==> src/rtl/adc_pkg.sv <==
// Shared definitions for the ADC block-averaging controller: FSM state
// encoding, default sizing constants and the accumulator-width helper.
package adc_pkg;

   localparam int DEF_SAMPLE_WIDTH = 12;
   localparam int DEF_LOG2_SAMPLES = 8;

   typedef enum logic [1:0] {
      IDLE = 2'd0,
      WAIT = 2'd1,
      GAP  = 2'd2,
      DONE = 2'd3
   } adc_state_e;

   // A full block of 2^log2_samples maximum-value samples fits exactly, so
   // the accumulator can never wrap.
   function automatic int acc_width(input int sample_width, input int log2_samples);
      return sample_width + log2_samples;
   endfunction

endpackage

==> src/rtl/adc_avg_controller_if.sv <==
// Conversion handshake between the averaging controller (master) and the
// ADC front end (slave).
interface adc_avg_controller_if
   import adc_pkg::*;
#(
   parameter int SAMPLE_WIDTH = DEF_SAMPLE_WIDTH
) ();

   logic                    conv_req;
   logic                    conv_done;
   logic [SAMPLE_WIDTH-1:0] conv_data;

   modport master (
      output conv_req,
      input  conv_done,
      input  conv_data
   );

   modport slave (
      input  conv_req,
      output conv_done,
      output conv_data
   );

endinterface

==> src/rtl/adc_timeout_counter.sv <==
// Watchdog for a pending ADC conversion. Only compiled when
// ADC_AVG_TIMEOUT_EN is defined.
`ifdef ADC_AVG_TIMEOUT_EN
module adc_timeout_counter #(
   parameter int LIMIT = 1023
) (
   input  logic clk,
   input  logic reset_n,
   input  logic clear,
   input  logic count,
   output logic expired
);

   localparam int            CW   = (LIMIT < 2) ? 1 : $clog2(LIMIT);
   localparam logic [CW-1:0] LAST = CW'(LIMIT - 1);
   localparam logic [CW-1:0] ONE  = CW'(1);

   logic [CW-1:0] cnt;

   // Fires on the last counted cycle, so the caller spends exactly LIMIT
   // cycles waiting before it gives up.
   assign expired = count && (cnt == LAST);

   // Cycle counter: restarts from zero every time counting stops.
   always_ff @(posedge clk or negedge reset_n) begin
      if (!reset_n) begin
         cnt <= '0;
      end else if (clear) begin
         cnt <= '0;
      end else if (count) begin
         cnt <= cnt + ONE;
      end
   end

endmodule
`endif

==> src/rtl/adc_avg_controller.sv <==
// ADC conversion sequencer and power-of-two block averager.
// Requests one conversion at a time, accumulates 2^LOG2_SAMPLES results and
// publishes the truncated mean with a single-cycle avg_valid strobe.
// Optional feature macro: ADC_AVG_TIMEOUT_EN adds a conv_done watchdog
// (TIMEOUT_CYCLES parameter, sticky timeout_err output).
module adc_avg_controller
   import adc_pkg::*;
#(
   parameter int SAMPLE_WIDTH = DEF_SAMPLE_WIDTH,
   parameter int LOG2_SAMPLES = DEF_LOG2_SAMPLES
`ifdef ADC_AVG_TIMEOUT_EN
   ,
   parameter int TIMEOUT_CYCLES = 1023
`endif
) (
   input  logic                    clk,
   input  logic                    reset_n,
   input  logic                    enable,
   input  logic                    flush,
   adc_avg_controller_if.master    adc,
   output logic [SAMPLE_WIDTH-1:0] avg_out,
   output logic                    avg_valid,
   output logic [LOG2_SAMPLES-1:0] sample_cnt,
   output logic                    busy
`ifdef ADC_AVG_TIMEOUT_EN
   ,
   output logic                    timeout_err
`endif
);

   localparam int                      ACC_W   = acc_width(SAMPLE_WIDTH, LOG2_SAMPLES);
   localparam logic [LOG2_SAMPLES-1:0] CNT_ONE = LOG2_SAMPLES'(1);
   localparam logic [LOG2_SAMPLES-1:0] CNT_MAX = '1;

   adc_state_e       state;
   adc_state_e       state_next;
   logic [ACC_W-1:0] acc;
   logic [ACC_W-1:0] acc_sum;
   logic             discard_pending;
   logic             take_sample;
   logic             last_sample;
   logic             timeout_hit;

   // Running sum including the sample on the bus; used both for ordinary
   // accumulation and for the final average so the last sample is counted.
   assign acc_sum = acc + {{LOG2_SAMPLES{1'b0}}, adc.conv_data};

   // A result is kept only if no flush lands on the same edge and no earlier
   // flush has marked the in-flight conversion as stale.
   assign take_sample = (state == WAIT) && adc.conv_done && !flush && !discard_pending;
   assign last_sample = take_sample && (sample_cnt == CNT_MAX);

   assign busy = (state != IDLE);

`ifdef ADC_AVG_TIMEOUT_EN
   logic expired;

   adc_timeout_counter #(
      .LIMIT (TIMEOUT_CYCLES)
   ) u_timeout (
      .clk     (clk),
      .reset_n (reset_n),
      .clear   (state != WAIT),
      .count   (state == WAIT),
      .expired (expired)
   );

   // A result arriving on the expiry edge still wins over the timeout.
   assign timeout_hit = expired && !adc.conv_done;

   // Sticky timeout flag; flush acknowledges it.
   always_ff @(posedge clk or negedge reset_n) begin
      if (!reset_n) begin
         timeout_err <= 1'b0;
      end else if (flush) begin
         timeout_err <= 1'b0;
      end else if (timeout_hit) begin
         timeout_err <= 1'b1;
      end
   end
`else
   assign timeout_hit = 1'b0;
`endif

   // Next-state decode for the conversion sequencer.
   // NOTE: every combinational output gets a default before the case so no
   // path leaves it unassigned, which would otherwise infer a latch.
   always_comb begin
      state_next = state;
      unique case (state)
         IDLE: begin
            if (enable) state_next = WAIT;
         end
         WAIT: begin
            // Freeze is honoured only after the pending conversion resolves.
            if (adc.conv_done) begin
               state_next = last_sample ? DONE : GAP;
            end else if (timeout_hit) begin
               state_next = GAP;
            end
         end
         GAP, DONE: begin
            state_next = enable ? WAIT : IDLE;
         end
         default: state_next = IDLE;
      endcase
   end

   // State register; conv_req is registered from the next state so it is
   // glitch-free and high exactly while the FSM sits in WAIT.
   // NOTE: sequential state uses non-blocking assignments so every flop
   // samples pre-edge values regardless of block ordering.
   always_ff @(posedge clk or negedge reset_n) begin
      if (!reset_n) begin
         state        <= IDLE;
         adc.conv_req <= 1'b0;
      end else begin
         state        <= state_next;
         adc.conv_req <= (state_next == WAIT);
      end
   end

   // Accumulator, sample counter and published average. The block is
   // cleared on the edge that completes it, so DONE already shows an empty
   // block and a coincident flush has nothing further to clear.
   always_ff @(posedge clk or negedge reset_n) begin
      if (!reset_n) begin
         acc        <= '0;
         sample_cnt <= '0;
         avg_out    <= '0;
         avg_valid  <= 1'b0;
      end else begin
         avg_valid <= last_sample;
         if (last_sample) begin
            avg_out <= acc_sum[ACC_W-1:LOG2_SAMPLES];
         end
         if (flush || last_sample) begin
            acc        <= '0;
            sample_cnt <= '0;
         end else if (take_sample) begin
            acc        <= acc_sum;
            sample_cnt <= sample_cnt + CNT_ONE;
         end
      end
   end

   // Marks a conversion that was flushed while in flight; its result must be
   // swallowed when the ADC finally answers.
   always_ff @(posedge clk or negedge reset_n) begin
      if (!reset_n) begin
         discard_pending <= 1'b0;
      end else if ((state == WAIT) && (adc.conv_done || timeout_hit)) begin
         discard_pending <= 1'b0;
      end else if ((state == WAIT) && flush) begin
         discard_pending <= 1'b1;
      end
   end

endmodule

==> src/flat_wrapper.sv <==
// flat-port wrapper written by rule: the top's interface ports become plain ports
module adc_avg_controller_flat import adc_pkg::*;
#(
   parameter int SAMPLE_WIDTH = DEF_SAMPLE_WIDTH,
   parameter int LOG2_SAMPLES = DEF_LOG2_SAMPLES

)
  (clk, reset_n, enable, flush, avg_out, avg_valid, sample_cnt, busy, adc_conv_req, adc_conv_done, adc_conv_data);
  adc_avg_controller_if #(.SAMPLE_WIDTH(SAMPLE_WIDTH)) adc_i ();
  input  logic clk;
  input  logic reset_n;
  input  logic enable;
  input  logic flush;
  output logic [SAMPLE_WIDTH-1:0] avg_out;
  output logic avg_valid;
  output logic [LOG2_SAMPLES-1:0] sample_cnt;
  output logic busy;
  output wire logic [$bits(adc_i.conv_req)-1:0] adc_conv_req;
  input wire logic [$bits(adc_i.conv_done)-1:0] adc_conv_done;
  input wire logic [$bits(adc_i.conv_data)-1:0] adc_conv_data;
  assign adc_conv_req = adc_i.conv_req;
  assign adc_i.conv_done = adc_conv_done;
  assign adc_i.conv_data = adc_conv_data;
  adc_avg_controller #(.SAMPLE_WIDTH(SAMPLE_WIDTH), .LOG2_SAMPLES(LOG2_SAMPLES)) u_core (.clk(clk), .reset_n(reset_n), .enable(enable), .flush(flush), .adc(adc_i), .avg_out(avg_out), .avg_valid(avg_valid), .sample_cnt(sample_cnt), .busy(busy));
endmodule
==> config.mk <==
export PLATFORM = sky130hd
export DESIGN_NAME = adc_avg_controller_flat
export DESIGN_NICKNAME = d
export VERILOG_FILES = /design/src/rtl/adc_pkg.sv /design/src/rtl/adc_avg_controller_if.sv /design/src/rtl/adc_timeout_counter.sv /design/src/rtl/adc_avg_controller.sv /design/src/flat_wrapper.sv
export SDC_FILE = /design/constraint.sdc
export NUM_CORES = 1
export LEC_CHECK = 0
export CORE_ASPECT_RATIO = 0.75
export CORE_MARGIN = 3
export CORE_UTILIZATION = 40
export DETAILED_ROUTE_END_ITERATION = 10
export GPL_ROUTABILITY_DRIVEN = 1
export PLACE_DENSITY = 0.65
export SLEW_MARGIN = 25
export SYNTH_ARGS = -nofsm -noshare
export SYNTH_HDL_FRONTEND = slang
export SYNTH_SLANG_ARGS = --single-unit
==> constraint.sdc <==
create_clock -name clk -period 2.1 [get_ports clk]
set_input_delay 0.525 -clock clk [delete_from_list [all_inputs] [get_ports clk]]
set_output_delay 0.525 -clock clk [all_outputs]
set_load 0.02 [all_outputs]
After elaboration in Yosys (flattened, before gate mapping)
Cells that the tools add are included.
{ "word_totals": {"register_bits": 45, "input_bits": 17, "out_inout_bits": 23, "wordCells": 38} }
{ "op_classes": {"add_sub_neg": 2, "eq_ne": 5, "muxes": 11, "n_reduce_logical": 13} }
{ "op_table": {"columns": ["op", "n"], "rows": [
  ["$mux 20", 2],
  ["$add 20x12->20", 1],
  ["$mux 8", 2],
  ["$add 8x1->8 const B", 1],
  ["$eq 8x8->1 const B", 1],
  ["$pmux 2 s3", 1],
  ["$reduce_bool 2->1", 3],
  ["$logic_and 1x1->1", 5],
  ["$eq 2x1->1 const B", 2],
  ["$eq 2x2->1 const B", 2],
  ["$mux 1", 4],
  ["$mux 2", 2],
  ["$logic_not 1->1", 2],
  ["$logic_not 2->1", 1],
  ["$reduce_or 2->1", 1],
  ["$logic_or 1x1->1", 1]
]} }

Logic depth before layout (Yosys ltp)
Gate-level depths: netlist of the first run.
{ "depth": {"depth_word": 9, "mapped_depth": 10} }

Worst setup path before layout of the first run
No wires, ideal clock.
{ "synth_path": {"path_type": "input to register", "from": "input port adc_conv_data[0]", "to": "register u_core.avg_out[10]", "setup_time_ns": 0.082, "arrival_ns": 2.370, "t_required_ns": 2.018, "slack_ns": -0.352, "stages": 10, "n_path_buf": 1, "cell_sequence": "ha_1 inv_1 fa_1 and2b_2 o2111ai_1 a21oi_2 o31ai_2 buf_6 or3_1 a31oi_1"} }
{ "synth_via": {"elab_chain_cells": 1} }
{ "synth_lines": {"columns": ["element", "line_no", "rtl"], "rows": [
  ["from (decl)", "flat_wrapper.sv:20", "input wire logic [$bits(adc_i.conv_data)-1:0] adc_conv_data;"],
  ["$add 20x12->20", "adc_avg_controller.sv:46", "assign acc_sum = acc + {{LOG2_SAMPLES{1'b0}}, adc.conv_data};"],
  ["to (signal assigned)", "adc_avg_controller.sv:135", "avg_out <= acc_sum[ACC_W-1:LOG2_SAMPLES];"],
  ["to (decl)", "adc_avg_controller.sv:21", "output logic [SAMPLE_WIDTH-1:0] avg_out,"]
]} }
Every way passes these cells.
A chain may end at the register's enable or synchronous reset.

Worst setup path after layout of the first run
{ "layout_path": {"from": "register u_core.acc[0]", "to": "register u_core.acc[14]"} }
{ "layout_via": {"elab_chain_cells": 3} }
{ "layout_lines": {"columns": ["element", "line_no", "rtl"], "rows": [
  ["from (decl)", "adc_avg_controller.sv:37", "logic [ACC_W-1:0] acc;"],
  ["from (signal assigned)", "adc_avg_controller.sv:141", "acc <= acc_sum;"],
  ["$add 20x12->20", "adc_avg_controller.sv:46", null],
  ["$mux 20", "adc_avg_controller.sv:140", "end else if (take_sample) begin"],
  ["$mux 20", "adc_avg_controller.sv:137", "if (flush || last_sample) begin"]
]} }
Every way passes these cells. The select of a mux whose other input is x is not followed.

==> results.json, run 1 <==
{
  "p_sw_uw": 819,
  "place_ws_ns": -0.952,
  "fin_skew_ns": 0.00432,
  "max_stage_delay_ns": 0.47,
  "clockPowerShare": 0.239,
  "tightest_slew_ns": 0.376,
  "grt_pass1_vias": 2406,
  "synth_edf_count": 0,
  "syn-instance-count": 261,
  "path_class": "flip-flop to flip-flop",
  "mostFrequentLayoutCell": "buf_4",
  "async_flop_share": 1.00,
  "utilization": 0.668,
  "peakVddDrop_mv": 0.446,
  "die_x_um": 97.2,
  "status": "finished, violations left",
  "netlist_area_mm2": 0.00250,
  "cp_slowest_cell": "or4_1",
  "combPwrFrac": 0.362,
  "antenna_cells": 0,
  "finalMaxSlewViolations": 0,
  "register_area_mm2": 0.00113,
  "end_kind": "flip-flop",
  "overflow": 0,
  "cts_tree": "done",
  "ys_ff_latch": 45,
  "fmax_mhz": 428,
  "drc": 0,
  "fp.dieH_um": 74.4,
  "cts_root_buffer": "clkbuf_8",
  "pwr-share-seq": 0.399,
  "rows": 24,
  "cp_max_fo": 5,
  "syn_area_per_cell_um2": 9.57,
  "wire_per_inst_um": 15.1,
  "multiInputGateArea_mm2": 0.00169,
  "antenna_found_initial": 0,
  "cts_sinks": 45,
  "hold_viol_final": 0,
  "final_layout_size_suffix_gt1_frac": 0.367,
  "placed_area_mm2": 0.00338,
  "synth_ff_type": "dfrtp_1",
  "cts_buffers": 5,
  "avgViaCountPerCell": 5.26,
  "grt_max_degree": 46,
  "drt_wl_total_um": 6640,
  "failed_checks": "setup timing",
  "clock_latency_ns": 0.30,
  "finalWeightedCongestion": 0.858,
  "p_total_mw": 2.49,
  "ys_types": 48,
  "io_pins": 40,
  "num_vias": 2316,
  "dieArea_mm2": 0.00724,
  "drv_cap": 0,
  "num-fill-cells": 468,
  "worstPathCellList": "ha_4 > inv_2 > fa_2 > and2b_2 > o2111ai_4 > a21oi_4 > o31ai_4 > or4_1 > nand3_1",
  "coreArea_mm2": 0.00592,
  "antenna_left": 0,
  "syn-num-nets": 292,
  "fin_crit_sh": 1.11,
  "clk_path_buf_depth": 2,
  "finalWorstSetupSlack_ns": -0.238,
  "synth_seq_area_share": 0.451,
  "cts_max_level": 2,
  "rsz0062_at_grt": "true",
  "dr.pass1.iters": 4,
  "setup_viol": 22,
  "initial_utilization": 0.422,
  "grt_pass1_wl_um": 11200,
  "cellPowerDensity_mw_per_mm2": 631,
  "cp_data_arrival_time_ns": 2.58,
  "design_area_mm2": 0.00395,
  "portBuffers": 39,
  "crit_path_start_kind": "flip-flop",
  "hpwlAfterDp_um": 4390,
  "hp-class": "input port to async pin",
  "synth_warnings": 0,
  "drt_iter0_drc": 102,
  "cp.required_ns": 2.34,
  "cts.clk_slew.worst_paths_ns": 0.08,
  "intPower_mw": 1.67,
  "relSlewSlack": 0.747,
  "switching_share": 0.329,
  "final_cell_mix": "buf_4 (49), dfrtp_1 (45), nand2_1 (28)",
  "nNetsFinal": 392,
  "post-route-min-period_ns": 2.34,
  "area_growth_pct": 58.3,
  "track_usage": 0.194,
  "cellLeakagePower_nw": 1.69
}
## layer usage
| metal | vias up | global-route usage | wire length (um) |
|---|---|---|---|
| li1 | 1134 | - | - |
| met1 | 1126 | 0.265 | 3210 |
| met3 | 7 | 0.0440 | 246 |
| met2 | 49 | 0.320 | 3150 |
| met4 | 0 | 0.0445 | 35 |
| met5 | - | 0 | 0 |
## kinds of logic (layout without fill, tap and decap cells)
group | after synthesis | after routing | share of synthesized area
AOI/OAI and AO/OA | 80 | 81 | 0.206
xor gates and xnor gates | 17 | 17 | 0.0596
adders and majority gates | 14 | 14 | 0.0731
buffers and inverters | 15 | 115 | 0.0270
DFF | 45 | 45 | 0.451
muxes | 3 | 3 | 0.0135
and+or+nand+nor | 87 | 87 | 0.169
## Yosys cell counts, types with 3 or more instances
library cell  number  area (um2)
a211oi_1           6        45.0
nand2b_1           5        31.3
clkbuf_1           4        15.0
and3_1             3        18.8
xnor2_1           10        87.6
inv_1              6        22.5
or2_2              5        31.3
dfrtp_1           45        1130
a31oi_1           12        75.1
ha_1              13         163
or3_1              3        18.8
nor2_1            15        56.3
nand2_1           33         124
xor2_1             7        61.3
mux2_2             3        33.8
a21oi_1           14        70.1
a22o_1             6        52.6
nand3_1            6        30.0
o21ai_0           25         125
nor3_1             4        20.0
## final timing paths
| check | depth (start not counted) | startpoint | slack [ns] | end |
|---|---|---|---|---|
| max | 9 | u_core.acc[0] | -0.24 | u_core.acc[14] |
| min | 2 | reset_n | 0.19 | u_core.avg_valid |
| max reg2reg | 9 | u_core.acc[0] | -0.24 | u_core.acc[14] |
| min reg2reg | 2 | u_core.avg_out[7] | 0.49 | u_core.avg_out[7] |
| max in group asynchronous | 2 | reset_n | 1.69 | u_core.sample_cnt[1] |
| min in group clk | 2 | u_core.avg_out[7] | 0.49 | u_core.avg_out[7] |
## critical path: cells and delay by family (launching register included)
kind	cells	cell delay [ns]
buffers and inverters	1	0.04
flip-flops	1	0.40
AO/OA/AOI/OAI	3	0.49
AND/OR/NAND/NOR	3	0.81
adder cells (fa/ha/maj)	2	0.54
## cell type report
cell class,instances,area share
clock inverter,1,0.00127
timing repair buffer,100,0.230
tap,78,0.0247
multi-input combinational,202,0.428
clock buffer,7,0.0244
inverter,7,0.00665
sequential,45,0.285
## registers in the layout, summed over array words and instances (netlist names)
name and flops:
u_core.acc 20, u_core.avg_out 12, u_core.sample_cnt 8, u_core.state 2
u_core.adc.conv_req 1, u_core.avg_valid 1, u_core.discard_pending 1
## power groups by stage
| stage | combinational, mW | sequential, mW | clock [mW] |
|---|---|---|---|
| finish | 0.903 | 0.995 | 0.595 |
| global route | 0.984 | 1.01 | 0.651 |
| CTS | 0.834 | 0.994 | 0.606 |
| detailed placement | 0.689 | 1.00 | 0 |
| global placement | 0.679 | 1.00 | 0 |
| floorplan | 0.367 | 1.00 | 0 |
## through the flow
stage          cells  setup TNS, ns  hold slack [ns]
2_1_floorplan    261          -1.16            0.229
3_3_place_gp     418         -18.85            0.466
3_5_place_dp     418         -19.46            0.471
4_1_cts          435          -1.67            0.205
5_1_grt          440          -5.09            0.196
6_report         440          -2.32            0.187
## repair_timing
action	CTS	global route
hold buffers	0	0
gates resized for setup	61	23
setup buffers	8	5
gates cloned	1	0
pin swaps	37	23
endpoints found under the setup margin	26	27
Power figures use the tool's default switching activity.
==> inputs of run 2 (changes only) <==
--- a/config.mk
+++ b/config.mk
@@ -11,6 +11,7 @@
 export DETAILED_ROUTE_END_ITERATION = 10
 export GPL_ROUTABILITY_DRIVEN = 1
 export PLACE_DENSITY = 0.65
+export SETUP_SLACK_MARGIN = 0.15
 export SLEW_MARGIN = 25
 export SYNTH_ARGS = -nofsm -noshare
 export SYNTH_HDL_FRONTEND = slang
==> run 2 against run 1 <==
The flow still finishes with violations (setup timing). Critical path depth stayed put. Via count is 1.6% lower. Sequential share of layout area is 0.52 points higher. Final area is 1.8% lower. Clock skew is 0.013 ns higher. Die area stayed put. Register-to-register slack better by 0.05 ns. Cell count is 1.6% lower. First-iteration DRC count is 14% higher. Clock power is 32% higher. Power is 6.7% higher.
==> results.json, run 2 (synthesis results as in run 1) <==
{
  "multiInputGateArea_mm2": 0.00167,
  "regMostFlops": "u_core.acc",
  "dr.pass1.iters": 4,
  "initial_utilization": 0.422,
  "cts_buffers": 5,
  "largestRegisters": "u_core.acc x20, u_core.avg_out x12, u_core.sample_cnt x8",
  "hold_slack_ns": 0.289,
  "cts_sinks": 45,
  "final_layout_size_suffix_gt1_frac": 0.344,
  "antenna_left": 0,
  "grt_max_degree": 46,
  "cp_slowest_cell": "dfrtp_1",
  "track_usage": 0.187,
  "hp-class": "input port to async pin",
  "portBuffers": 39,
  "rr_worst_depth": 9,
  "finalWorstSetupSlack_ns": -0.188,
  "rsz0062_at_grt": "true",
  "wire_per_inst_um": 15.2,
  "reg2reg_from": "u_core.acc[0]",
  "grt_pass1_vias": 2202,
  "overflow": 0,
  "nNetsFinal": 385,
  "rows": 24,
  "cts_tree": "done",
  "fin_crit_sh": 1.09,
  "placed_area_mm2": 0.00341,
  "worstPathCellList": "ha_4 > inv_2 > fa_2 > and2b_2 > o2111ai_4 > a21oi_4 > o31ai_4 > or4_1 > nand3_1",
  "io_pins": 40,
  "cts_root_buffer": "clkbuf_8",
  "path_buf_inv": 1,
  "final_cells": 433,
  "largest_reg_flops": 20,
  "finalWeightedCongestion": 0.862,
  "dp_cells": 417,
  "cp.required_ns": 2.34,
  "cp_data_arrival_time_ns": 2.52,
  "r2r_setup_slack_ns": -0.19,
  "hpwlAfterDp_um": 4450,
  "drt_iter0_drc": 116,
  "antenna_found_initial": 0,
  "path_class": "flip-flop to flip-flop",
  "peakVddDrop_mv": 0.358,
  "post-route-min-period_ns": 2.29,
  "dieArea_mm2": 0.00724,
  "mostFrequentLayoutCell": "buf_4",
  "num-fill-cells": 462,
  "fp.dieH_um": 74.4,
  "drv_cap": 0,
  "setup_viol": 14,
  "fmax_mhz": 437,
  "hold_viol_final": 0,
  "failed_checks": "setup timing",
  "cts.clk_slew.worst_paths_ns": 0.10,
  "coreArea_mm2": 0.00592,
  "final_cell_mix": "buf_4 (50), dfrtp_1 (45), nand2_1 (29)",
  "cp_max_fo": 5,
  "drc": 0,
  "register_area_mm2": 0.00113,
  "tightest_slew_ns": 0.582,
  "relSlewSlack": 0.612,
  "cellLeakagePower_nw": 1.69,
  "design_area_mm2": 0.00388,
  "area_growth_pct": 55.4,
  "grt_pass1_wl_um": 10700,
  "end_kind": "flip-flop",
  "drt_wl_total_um": 6580,
  "fin_skew_ns": 0.0171,
  "num_vias": 2278,
  "antenna_cells": 0,
  "cp_top_family": "simple AND/OR/NAND/NOR gates",
  "r2r_end": "u_core.acc[14]",
  "cts_max_level": 2,
  "avgViaCountPerCell": 5.26,
  "clk_path_buf_depth": 2,
  "die_x_um": 97.2,
  "status": "finished, violations left",
  "clock_latency_ns": 0.31,
  "cellPowerDensity_mw_per_mm2": 686,
  "finalMaxSlewViolations": 0,
  "max_stage_delay_ns": 0.40,
  "crit_path_start_kind": "flip-flop"
}
[run 2: cell types whose count changed in the layout (fill, tap and decap cells not counted), sizes merged]
cell / previous run / this run
buf: 62 / 55
bufinv: 0 / 2
clkbuf: 7 / 5
clkdlybuf4s50: 27 / 24
dlygate4sd2: 7 / 9
dlymetal6s2s: 1 / 2
[run 2: power by group]
part	internal (mW)	switching, mW	leakage (nW)	total [mW]
registers	0.931	0.0680	0.617	0.998
clock network	0.473	0.311	0.0681	0.784
logic	0.439	0.441	1.00	0.879
total	1.84	0.820	1.69	2.66
[run 2: area by class of cell]
cell class              count  share of cell area
repair buffers             93               0.213
clock inverters             3              0.0168
clock buffers               5              0.0177
well taps                  78              0.0251
flip-flops and latches     45               0.290
inverters                   7             0.00677
multi-input cells         202               0.430
[run 2: through the flow]
step                      TNS (ns)  utilization  total power [mW]  worst slack [ns]
final                        -1.67        0.656              2.66            -0.188
after global routing         -3.27        0.656              2.80            -0.280
after CTS                    -1.75        0.641              2.62            -0.176
after detailed placement    -19.31        0.577              1.71            -0.931
after global placement      -18.22        0.577              1.70            -0.871
after floorplan              -1.15            -              1.39            -0.222
[run 2: worst reg2reg max path, cell delays in order, from the launching register on]
cell	delay [ns]
dfrtp_1	0.40
ha_4	0.15
inv_2	0.04
fa_2	0.37
and2b_2	0.25
o2111ai_4	0.14
a21oi_4	0.27
o31ai_4	0.11
or4_1	0.40
nand3_1	0.09
[run 2: repair_timing]
action | CTS | global route
resized for setup | 44 | 17
buffers inserted | 5 | 2
cloned | 1 | 0
pin swaps | 29 | 14
hold buffers | 0 | 0
setup endpoints to repair | 29 | 28
[run 2: worst max-delay path by stage]
stage                          to  slack [ns]        startpoint  depth (start not counted)
2_1_floorplan  u_core.avg_out[10]       -0.22  adc_conv_data[0]                         10
3_3_place_gp    u_core.avg_out[6]       -0.87  adc_conv_data[0]                         10
3_5_place_dp    u_core.avg_out[8]       -0.93  adc_conv_data[0]                         10
4_1_cts         u_core.avg_out[0]       -0.18     u_core.acc[0]                         10
5_1_grt         u_core.avg_out[0]       -0.28     u_core.acc[0]                         10
6_report           u_core.acc[14]       -0.19     u_core.acc[0]                          9
[run 2: metal layers]
layer  global-route usage  part of all wire  up-vias
li1                     -                 -     1120
met1                0.252              0.47     1102
met2                0.304              0.48       52
met3               0.0515             0.042        4
met4               0.0522            0.0081        0
met5                    0                 0        -
==> inputs of run 3 (changes only) <==
--- a/config.mk
+++ b/config.mk
@@ -5,12 +5,13 @@
 export SDC_FILE = /design/constraint.sdc
 export NUM_CORES = 1
 export LEC_CHECK = 0
+export ABC_AREA = 1
 export CORE_ASPECT_RATIO = 0.75
 export CORE_MARGIN = 3
 export CORE_UTILIZATION = 40
 export DETAILED_ROUTE_END_ITERATION = 10
 export GPL_ROUTABILITY_DRIVEN = 1
-export PLACE_DENSITY = 0.65
+export PLACE_DENSITY = 0.64
 export SETUP_SLACK_MARGIN = 0.15
 export SLEW_MARGIN = 25
 export SYNTH_ARGS = -nofsm -noshare
==> run 3 against run 2 <==
The run now ends clean. Register-to-register slack better by 0.46 ns. Worst hold slack lost 0.15 ns. Clock skew is 0.0097 ns lower. Die area grew 12%. Sequential share of layout area is 0.35 points lower. Combinational power down 11%.
==> results.json, run 3 <==
{
  "cp_slowest_cell": "clkdlybuf4s50_1",
  "coreArea_mm2": 0.00657,
  "grt_max_degree": 30,
  "syn_area_per_cell_um2": 7.32,
  "r2r_end": "u_core.avg_out[8]",
  "track_usage": 0.194,
  "io_pins": 40,
  "pwr-share-seq": 0.414,
  "drv_cap": 0,
  "hpwlAfterDp_um": 5540,
  "switching_share": 0.344,
  "cts_buffers": 5,
  "ys_ff_latch": 45,
  "final_layout_size_suffix_gt1_frac": 0.236,
  "dieArea_mm2": 0.00814,
  "fmax_mhz": 529,
  "rsz0062_at_grt": "true",
  "combPwrFrac": 0.330,
  "synth_edf_count": 0,
  "end_kind": "flip-flop",
  "rr_worst_depth": 12,
  "synth_warnings": 0,
  "yosysTopAreaCellShare": 0.398,
  "async_flop_share": 1.00,
  "finalMaxSlewViolations": 0,
  "synth_area_leaders": "dfrtp_1 (40%), nand2_1 (19%), inv_1 (6.9%)",
  "mostFrequentLayoutCell": "nand2_1",
  "ys_top_cells_by_count": "nand2_1 (143), inv_1 (52), dfrtp_1 (45)",
  "num-fill-cells": 612,
  "crit_path_start_kind": "input port",
  "rows": 25,
  "r2r_setup_slack_ns": 0.27,
  "relSlewSlack": 0.651,
  "antenna_found_initial": 0,
  "fin_skew_ns": 0.00745,
  "cellLeakagePower_nw": 2.00,
  "initial_utilization": 0.431,
  "drt_wl_total_um": 7600,
  "avgViaCountPerCell": 5.03,
  "cts_root_buffer": "clkbuf_8",
  "reg2reg_from": "u_core.acc[0]",
  "synth_seq_area_share": 0.398,
  "tightest_slew_ns": 0.523,
  "clk_path_buf_depth": 2,
  "final_cell_mix": "nand2_1 (126), inv_1 (48), dfrtp_1 (45)",
  "fin_tns_setup_ns": 0,
  "crit_path_frequent_cell": "nand2_1",
  "finalWeightedCongestion": 0.931,
  "cp_max_fo": 4,
  "yosysMostFrequentCell": "nand2_1",
  "regMostFlops": "u_core.acc",
  "cp_data_arrival_time_ns": 2.09,
  "intPower_mw": 1.55,
  "cts.clk_slew.worst_paths_ns": 0.10,
  "cellPowerDensity_mw_per_mm2": 603,
  "cts_tree": "done",
  "synth_ff_type": "dfrtp_1",
  "clockPowerShare": 0.255,
  "netlist_area_mm2": 0.00283,
  "post-route-min-period_ns": 1.89,
  "status": "finished, final reports clean",
  "dp_cells": 531,
  "antenna_left": 0,
  "hp-class": "input port to async pin",
  "overflow": 0,
  "drc": 0,
  "hold_viol_final": 0,
  "crit_path_start": "adc_conv_data[5]",
  "final_cells": 542,
  "drt_iter0_drc": 143,
  "setup_viol": 0,
  "syn-num-nets": 418,
  "cp.required_ns": 2.30,
  "syn-instance-count": 387,
  "dr.pass1.iters": 4,
  "grt_pass1_wl_um": 12400,
  "cts_max_level": 2,
  "wire_per_inst_um": 14.0,
  "fin_crit_sh": 0.900,
  "antenna_cells": 0,
  "grt_pass1_vias": 2595,
  "area_growth_pct": 38.7,
  "p_sw_uw": 814,
  "portBuffers": 39,
  "ys_types": 31,
  "worstPathCellList": "clkdlybuf4s50_1 > ha_4 > nand2_2 > inv_2 > nand2_2 > or2_2 > nand2_1 > nand2_1 > nand3_2 > nand2_1",
  "max_stage_delay_ns": 0.44,
  "path_class": "input port to flip-flop",
  "fp.dieH_um": 78.9,
  "cp_top_family": "simple AND/OR/NAND/NOR gates",
  "cts_sinks": 45,
  "peakVddDrop_mv": 0.459,
  "path_buf_inv": 2,
  "nNetsFinal": 491,
  "synth_top_cell_by_area": "dfrtp_1",
  "die_x_um": 103,
  "largest_reg_flops": 20,
  "largestRegisters": "u_core.acc x20, u_core.avg_out x12, u_core.sample_cnt x8",
  "clock_latency_ns": 0.31,
  "num_vias": 2728
}
run 3: power groups by stage:
stage / logic, mW / registers (mW) / clock network [mW]
2_1_floorplan: 0.385 / 0.990 / 0
3_3_place_gp: 0.663 / 0.984 / 0
3_5_place_dp: 0.667 / 0.985 / 0
4_1_cts: 0.718 / 0.976 / 0.623
5_1_grt: 0.864 / 0.989 / 0.654
6_report: 0.782 / 0.981 / 0.605
run 3: metal layers:
metal,up-vias,share of wire,track usage
met1,1271,0.50,0.293
met3,9,0.065,0.0404
li1,1377,-,-
met5,-,0,0
met4,0,0.011,0.0427
met2,71,0.42,0.283
run 3: worst reg2reg max path, stage by stage (launching register included):
cell	delay, ns
dfrtp_1	0.36
ha_2	0.19
inv_2	0.04
fa_2	0.34
nand3b_1	0.16
nand2_1	0.08
nand2_1	0.06
nand2_2	0.10
nand2_2	0.07
nand2_2	0.09
nand3_2	0.10
nand3_2	0.08
nand2_1	0.05
run 3: layout make-up:
cell class	count	area, um2	share of cell area
clock inverter	2	16.3	0.00414
timing repair buffer	70	666	0.169
clock buffer	6	82.6	0.0210
inverter	54	205	0.0522
multi-input combinational	284	1730	0.441
tap	81	101	0.0258
sequential	45	1130	0.287
run 3: worst max path at each step:
stage | depth (start not counted) | slack (ns) | end
finish | 10 | 0.21 | u_core.avg_out[1]
global route | 12 | 0.13 | u_core.avg_out[8]
CTS | 12 | 0.13 | u_core.avg_out[8]
detailed placement | 13 | -0.42 | u_core.avg_out[8]
global placement | 13 | -0.39 | u_core.avg_out[8]
floorplan | 12 | 0.15 | u_core.avg_out[8]
run 3: metrics by stage:
step | utilization | setup slack, ns | power (mW) | hold slack, ns | instance area, um2
after CTS | 0.576 | 0.131 | 2.32 | 0.160 | 3790
after floorplan | - | 0.154 | 1.38 | 0.229 | 2830
after global placement | 0.538 | -0.388 | 1.65 | 0.465 | 3530
after global routing | 0.598 | 0.131 | 2.51 | 0.167 | 3930
final | 0.598 | 0.210 | 2.37 | 0.139 | 3930
after detailed placement | 0.538 | -0.418 | 1.65 | 0.467 | 3530
run 3: what timing repair did:
item	4_1_cts	5_1_grt
buffers inserted	1	2
pin swaps	8	16
hold buffers	0	0
endpoints found under the setup margin	25	28
resized for setup	34	37
run 3: logic make-up after synthesis:
kind of cell,share of synthesized area
and+or+nand+nor,0.361
buffers and inverters,0.0848
DFF,0.398
AOI/OAI and AO/OA,0.0671
adders and majority gates,0.0645
xor gates and xnor gates,0.0247
